**src/rtl/race_tracker.sv**
```systemverilog
// Position and tail-capture tracker for the chicken-race board game.
// Accepts one flip result at a time, chains capture hops, and latches the winner.
module race_tracker #(
  parameter int NUM_PLAYERS = 4,
  parameter int TRACK_LEN   = 24,
  parameter int POS_W       = 5,
  parameter int PID_W       = 2,
  parameter int TAIL_W      = 3
) (
  input  logic                          clk,
  input  logic                          rst,
  input  logic                          new_game,
  input  logic                          flip_valid,
  input  logic                          flip_match,
  output logic                          flip_ready,
  output logic [PID_W-1:0]              turn,
  output logic [POS_W-1:0]              cur_pos,
  output logic [NUM_PLAYERS*POS_W-1:0]  pos_bus,
  output logic [NUM_PLAYERS*TAIL_W-1:0] tails_bus,
  output logic                          move_done,
  output logic                          win,
  output logic [PID_W-1:0]              winner
);

  localparam int                SPACING   = TRACK_LEN / NUM_PLAYERS;
  localparam logic [POS_W-1:0]  LAST_POS  = POS_W'(TRACK_LEN - 1);
  localparam logic [PID_W-1:0]  LAST_PID  = PID_W'(NUM_PLAYERS - 1);
  localparam logic [TAIL_W-1:0] ALL_TAILS = TAIL_W'(NUM_PLAYERS);

  typedef enum logic [1:0] {IDLE, CHECK, WON} state_t;

  state_t              state_reg, state_next;
  logic [POS_W-1:0]    pos_reg   [NUM_PLAYERS];
  logic [POS_W-1:0]    pos_next  [NUM_PLAYERS];
  logic [TAIL_W-1:0]   tails_reg [NUM_PLAYERS];
  logic [TAIL_W-1:0]   tails_next[NUM_PLAYERS];
  logic [PID_W-1:0]    turn_reg, turn_next;
  logic [PID_W-1:0]    winner_reg, winner_next;
  logic [POS_W-1:0]    cur_pos_reg, cur_pos_next;
  logic                win_reg, win_next;
  logic                move_done_reg, move_done_next;
  logic                flip_ready_reg, flip_ready_next;
  logic [NUM_PLAYERS-1:0] hit_vec;
  logic                hit_any;
  logic [PID_W-1:0]    hit_idx;

  function automatic logic [POS_W-1:0] inc_pos(input logic [POS_W-1:0] p);
    return (p == LAST_POS) ? '0 : p + POS_W'(1);
  endfunction

  // At most one opponent can share the mover's tile, since tiles are never shared.
  genvar gi;
  generate
    for (gi = 0; gi < NUM_PLAYERS; gi++) begin : g_hit
      assign hit_vec[gi] = (PID_W'(gi) != turn_reg) && (pos_reg[gi] == pos_reg[turn_reg]);
    end
  endgenerate

  assign hit_any = |hit_vec;

  always_comb begin
    hit_idx = '0;
    for (int i = 0; i < NUM_PLAYERS; i++) begin
      if (hit_vec[i]) hit_idx = PID_W'(i);
    end
  end

  always_comb begin
    state_next     = state_reg;
    pos_next       = pos_reg;
    tails_next     = tails_reg;
    turn_next      = turn_reg;
    win_next       = win_reg;
    winner_next    = winner_reg;
    move_done_next = 1'b0;
    if (new_game) begin
      for (int i = 0; i < NUM_PLAYERS; i++) begin
        pos_next[i]   = POS_W'(i * SPACING);
        tails_next[i] = TAIL_W'(1);
      end
      turn_next   = '0;
      win_next    = 1'b0;
      winner_next = '0;
      state_next  = IDLE;
    end else begin
      case (state_reg)
        IDLE: begin
          if (flip_valid) begin
            if (flip_match) begin
              pos_next[turn_reg] = inc_pos(pos_reg[turn_reg]);
              state_next         = CHECK;
            end else begin
              turn_next      = (turn_reg == LAST_PID) ? '0 : turn_reg + PID_W'(1);
              move_done_next = 1'b1;
            end
          end
        end
        CHECK: begin
          if (hit_any) begin
            tails_next[turn_reg] = tails_reg[turn_reg] + tails_reg[hit_idx];
            tails_next[hit_idx]  = '0;
            pos_next[turn_reg]   = inc_pos(pos_reg[turn_reg]);
          end else begin
            move_done_next = 1'b1;
            if (tails_reg[turn_reg] == ALL_TAILS) begin
              win_next    = 1'b1;
              winner_next = turn_reg;
              state_next  = WON;
            end else begin
              state_next = IDLE;
            end
          end
        end
        WON:     state_next = WON;
        default: state_next = IDLE;
      endcase
    end
  end

  // Ready and cur_pos are registered from next-state values so they line up with state.
  assign flip_ready_next = (state_next == IDLE);
  assign cur_pos_next    = pos_next[turn_next];

  always_ff @(posedge clk or posedge rst) begin
    if (rst) begin
      state_reg <= IDLE;
      for (int i = 0; i < NUM_PLAYERS; i++) begin
        pos_reg[i]   <= POS_W'(i * SPACING);
        tails_reg[i] <= TAIL_W'(1);
      end
      turn_reg       <= '0;
      winner_reg     <= '0;
      win_reg        <= 1'b0;
      move_done_reg  <= 1'b0;
      flip_ready_reg <= 1'b1;
      cur_pos_reg    <= '0;
    end else begin
      state_reg      <= state_next;
      pos_reg        <= pos_next;
      tails_reg      <= tails_next;
      turn_reg       <= turn_next;
      winner_reg     <= winner_next;
      win_reg        <= win_next;
      move_done_reg  <= move_done_next;
      flip_ready_reg <= flip_ready_next;
      cur_pos_reg    <= cur_pos_next;
    end
  end

  generate
    for (gi = 0; gi < NUM_PLAYERS; gi++) begin : g_pack
      assign pos_bus[gi*POS_W +: POS_W]    = pos_reg[gi];
      assign tails_bus[gi*TAIL_W +: TAIL_W] = tails_reg[gi];
    end
  endgenerate

  assign flip_ready = flip_ready_reg;
  assign turn       = turn_reg;
  assign cur_pos    = cur_pos_reg;
  assign move_done  = move_done_reg;
  assign win        = win_reg;
  assign winner     = winner_reg;

endmodule

```
**config.mk**
```make
export PLATFORM = sky130hd
export DESIGN_NAME = race_tracker
export DESIGN_NICKNAME = d
export VERILOG_FILES = /design/src/rtl/race_tracker.sv
export SDC_FILE = /design/constraint.sdc
export NUM_CORES = 1
export LEC_CHECK = 0
export ABC_AREA = 0
export BUFFER_PORTS_ARGS = -buffer_cell sky130_fd_sc_hd__buf_4
export CORE_UTILIZATION = 30
export CTS_CLUSTER_DIAMETER = 150
export CTS_CLUSTER_SIZE = 20
export DETAILED_ROUTE_END_ITERATION = 16
export PLACE_DENSITY = 0.49
export SYNTH_ARGS = -nofsm -noshare
export SYNTH_HDL_FRONTEND = slang
export SYNTH_SLANG_ARGS = --single-unit
```
**constraint.sdc**
```tcl
create_clock -name clk -period 10 [get_ports clk]
set_input_delay 0.5 -clock clk [delete_from_list [all_inputs] [get_ports clk]]
set_output_delay 0.5 -clock clk [all_outputs]
set_load 0.01 [all_outputs]
```
==> impl_table.tex <==
\begin{tabular}{lr}
\hline
Metric & Value \\
\hline
\multicolumn{2}{l}{\textbf{Status}} \\
Outcome & completed \\
\multicolumn{2}{l}{\textbf{Synthesis}} \\
Ys Warns & 0 \\
Async SR Flop Fraction & 100\% \\
\#FFs+latches synth & 46 \\
Number of standard cells after synthesis & 381 \\
Mean instance size in the synthesized netlist & 9.13 µm² \\
Net Count, Synth & 393 \\
Most used flip-flop cell after synthesis & dfrtp\_1 \\
Netlist area before placement & 3480 µm² \\
EDFF count, synth & 0 \\
Unique masters post-synth & 68 \\
Sequential cell area fraction in the yosys report & 33.5\% \\
\multicolumn{2}{l}{\textbf{STA}} \\
RSZ-0062 raised after global routing & no \\
Post-route clock period utilization & 39.5\% \\
Worst clock skew & 0.00493 ns \\
Hold violation total from the final report & 0 \\
Worst Tran Pin Value & 1.08 ns \\
Tightest slew margin relative to the limit & 27.3\% \\
Aggregate negative setup slack & 0 ns \\
Worst Hold Slack & 0.445 ns \\
Setup-failing EPs final & 0 \\
Count of final max-slew check failures & 0 \\
Max Freq & 253 MHz \\
Final period demand of the worst path & 3.95 ns \\
\multicolumn{2}{l}{\textbf{Final layout}} \\
Fraction of layout instances using a drive strength above 1 & 23.2\% \\
Antenna diode instance count & 0 \\
Number of flip-flops in the largest register & 20 \\
Fill cell count & 1,136 \\
Post-Layout Inst Area & 4060 µm² \\
Finished Core Util & 36.6\% \\
Relative area change from synthesis to final layout & 16.6\% \\
Final \#Nets & 421 \\
\multicolumn{2}{l}{\textbf{Clock network}} \\
CTS buffer count & 5 \\
CTS tree & yes \\
Number of levels the H-tree was split into & 2 \\
Clock Latency Late Sink & 0.29 ns \\
Cts-stage hold buffer count & 0 \\
Clock slew at the register clock pins of the worst setup and hold paths & 0.07 ns \\
Library cell used as clock root buffer & clkbuf\_16 \\
Sink count of the clock tree & 46 \\
Gates resized, CTS repair & 0 \\
CTS max path bufs & 2 \\
Buffer count from post-CTS setup fixing & 0 \\
\multicolumn{2}{l}{\textbf{Detailed routing}} \\
Vias after detailed routing & 3,162 \\
Post-detailed-route via-to-cell ratio & 5.75 \\
Post-route DRC violation count & 0 \\
Final Routed Wirelength & 11.2 mm \\
Post-detailed-route wirelength per cell & 20.4 µm \\
Number of nets with antenna violations after detailed routing & 0 \\
First-pass iteration count of the detailed router & 5 \\
Detailed router's first-iteration violation count & 378 \\
\multicolumn{2}{l}{\textbf{Placed design}} \\
Port bufs & 48 \\
Final HPWL from detailed placement & 8.15 mm \\
Cell area reported after detailed placement & 3910 µm² \\
Weighted congestion reported at the end of routability-driven placement & 0.896 \\
\multicolumn{2}{l}{\textbf{Worst setup path}} \\
Critical-path top delay cell & mux4\_2 \\
Startpoint kind of the worst setup timing path & flip-flop \\
Cells on worst reg2reg path & 13 \\
Critical Path RT & 10.22 ns \\
Startpoint-to-endpoint class of the critical path & reg -> reg \\
Maximum net fanout on the critical path & 28 \\
Endpoint of the worst-slack reg-to-reg timing path & tails\_bus[4] \\
Nature of the critical path endpoint & flip-flop \\
Setup slack of the most critical reg-to-reg path & 6.05 ns \\
Reg-to-Reg Start & turn[0] \\
Data arrival at the endpoint of the critical path & 4.17 ns \\
CP cell instances & buf\_4 -> mux4\_2 -> xor2\_1 -> a2111oi\_2 -> nor2\_1 -> a221o\_1 -> ha\_1 -> inv\_1 -> fa\_1 -> nor2\_1 -> mux2i\_1 -> a2bb2oi\_1 -> nor2\_1 \\
Biggest cell delay along the critical path & 0.65 ns \\
Library cell appearing most often on the critical path & nor2\_1 \\
\multicolumn{2}{l}{\textbf{Pwr}} \\
Fraction of power consumed by sequential logic & 41.6\% \\
Switching share of power & 30.7\% \\
LEAKAGE & 1.71 nW \\
Total power & 0.481 mW \\
Clock power share & 36.3\% \\
Worst VDD drop & 62.9 µV \\
Share of power burned in combinational logic & 22.1\% \\
Power dissipated by switching net loads & 0.148 mW \\
Cell Int Power & 0.334 mW \\
Pwr Density & 119 nW/µm² \\
\multicolumn{2}{l}{\textbf{Floorplan}} \\
Initial Util & 31.4\% \\
Area of the die & 12,000 µm² \\
Boundary pin count & 49 \\
Horiz. Die Dim & 110 µm \\
Std cell rows & 38 \\
Die height & 110 µm \\
Core Region & 11,100 µm² \\
\multicolumn{2}{l}{\textbf{Global routing}} \\
Wire length of the first global-routing pass & 17.6 mm \\
Number of antenna violations at the first check in global routing & 0 \\
Total Routing Usage GR & 19.5\% \\
Pin count of the biggest net entering global routing & 47 \\
Global route total overflow & 0 \\
Vias in the first global route & 3,039 \\
\multicolumn{2}{l}{\textbf{Run}} \\
Count of max-cap constraint violations & 0 \\
\multicolumn{2}{l}{\textbf{Hold path}} \\
Hold WC Path Type & in -> async \\
\hline
\end{tabular}
-- final cells by class --
cell class                      instances  area, µm²  share of cell area [%]
Clock buffer                            6        139                    3.42
Sequential cell                        46       1160                    28.7
Tap cell                              140        175                    4.32
Inverter                               16       60.1                    1.48
Multi-Input combinational cell        289       2120                    52.3
Timing Repair Buffer                   51        383                    9.43
Clock inverter                          2       12.5                   0.308
-- power groups by stage --
stage	Combinational [mW]	Sequential (mW)	Clock, mW
final	0.106	0.200	0.175
after floorplan	0.0732	0.203	0
after CTS	0.106	0.200	0.179
after global routing	0.117	0.201	0.185
after global placement	0.105	0.204	0
after detailed placement	0.105	0.203	0
-- cell families after synthesis --
family                   synth area share (%)
AO/OA/AOI/OAI                            21.0
XOR/XNOR                                 8.56
adder cells (fa/ha/maj)                  2.73
buffers and inverters                    5.47
flip-flops                               33.5
multiplexers                             12.8
AND/OR/NAND/NOR                          16.0
-- cells in the mapped netlist, drive strengths merged, types with 2 or more instances --
cell | instances | area [µm²]
a2111o | 2 | 22.5
a2111oi | 4 | 47.6
a211oi | 4 | 30.0
a21o | 3 | 22.5
a21oi | 20 | 111
a221o | 2 | 20.0
a2bb2oi | 2 | 17.5
a31oi | 3 | 18.8
a32oi | 2 | 17.5
a41oi | 3 | 41.3
buf | 11 | 58.8
clkbuf | 19 | 71.3
dfrtp | 35 | 876
dfstp | 11 | 289
ha | 6 | 75.1
inv | 15 | 56.3
mux2 | 4 | 45.0
mux2i | 22 | 220
mux4 | 8 | 180
nand2 | 28 | 105
nand2b | 5 | 31.3
nand3 | 14 | 70.1
nand3b | 4 | 30.0
nor2 | 45 | 171
nor3 | 11 | 55.1
nor3b | 3 | 22.5
o211ai | 4 | 30.0
o21ai | 18 | 93.8
o221ai | 3 | 26.3
o22ai | 4 | 25.0
o2bb2ai | 3 | 26.3
o311ai | 2 | 17.5
o41ai | 2 | 17.5
or2 | 2 | 12.5
xnor2 | 20 | 175
xor2 | 14 | 123
-- stage by stage --
step / setup slack [ns] / std cells
2_1_floorplan: 6.38 / 381
3_3_place_gp: 6.16 / 542
3_5_place_dp: 6.11 / 542
4_1_cts: 6.08 / 550
5_1_grt: 5.76 / 550
6_report: 6.05 / 550
-- how the worst max path moves through the flow --
stage                      startpoint  slack [ns]       endpoint
after CTS                     turn[0]        6.08   tails_bus[8]
after global placement        turn[0]        6.16   tails_bus[8]
after floorplan           pos_bus[12]        6.38   tails_bus[4]
after global routing          turn[0]        5.76  tails_bus[11]
after detailed placement      turn[0]        6.11   tails_bus[8]
final                         turn[0]        6.05   tails_bus[4]
-- worst max-delay path: cells and delay by family (launching register included) --
kind            cells  cell delay, ns
compound gates      3            1.07
fa+ha+maj           2            0.67
simple gates        3            0.42
mux                 2            0.74
buf+inv             2            0.44
flops               1            0.33
xor+xnor            1            0.20
-- per-layer routing --
metal  track usage (%)  vias up  part of all wire [%]
li1                  -     1438                     -
met1              29.0     1587                    48
met2              29.5      123                    45
met3              2.19       14                   5.1
met4              6.00        0                   1.7
met5                 0        -                     0
-- layout by cell type, fill, tap and decap left out, types with 3 or more instances in the layout --
master     synthesis  layout
xor2_1            14      14
mux2_2             3       3
nor3_1            11      11
o221ai_1           3       3
a21o_1             3       3
o2bb2ai_1          3       3
nand2_1           28      28
a31oi_1            3       3
mux2i_1           22      22
nand2b_1           5       5
a211oi_1           4       4
o21ai_0           15      15
dfrtp_1           35      35
nand3_1           14      14
buf_4              2      51
nand3b_1           4       4
dfstp_2           11      11
nor3b_1            3       3
a21oi_1           19      19
xnor2_1           20      20
nor2_1            44      44
ha_1               6       6
inv_1             15      14
o22ai_1            4       4
mux4_2             8       8
o211ai_1           4       4
clkbuf_16          0       5
No activity file was read; power rests on OpenSTA's default activity.
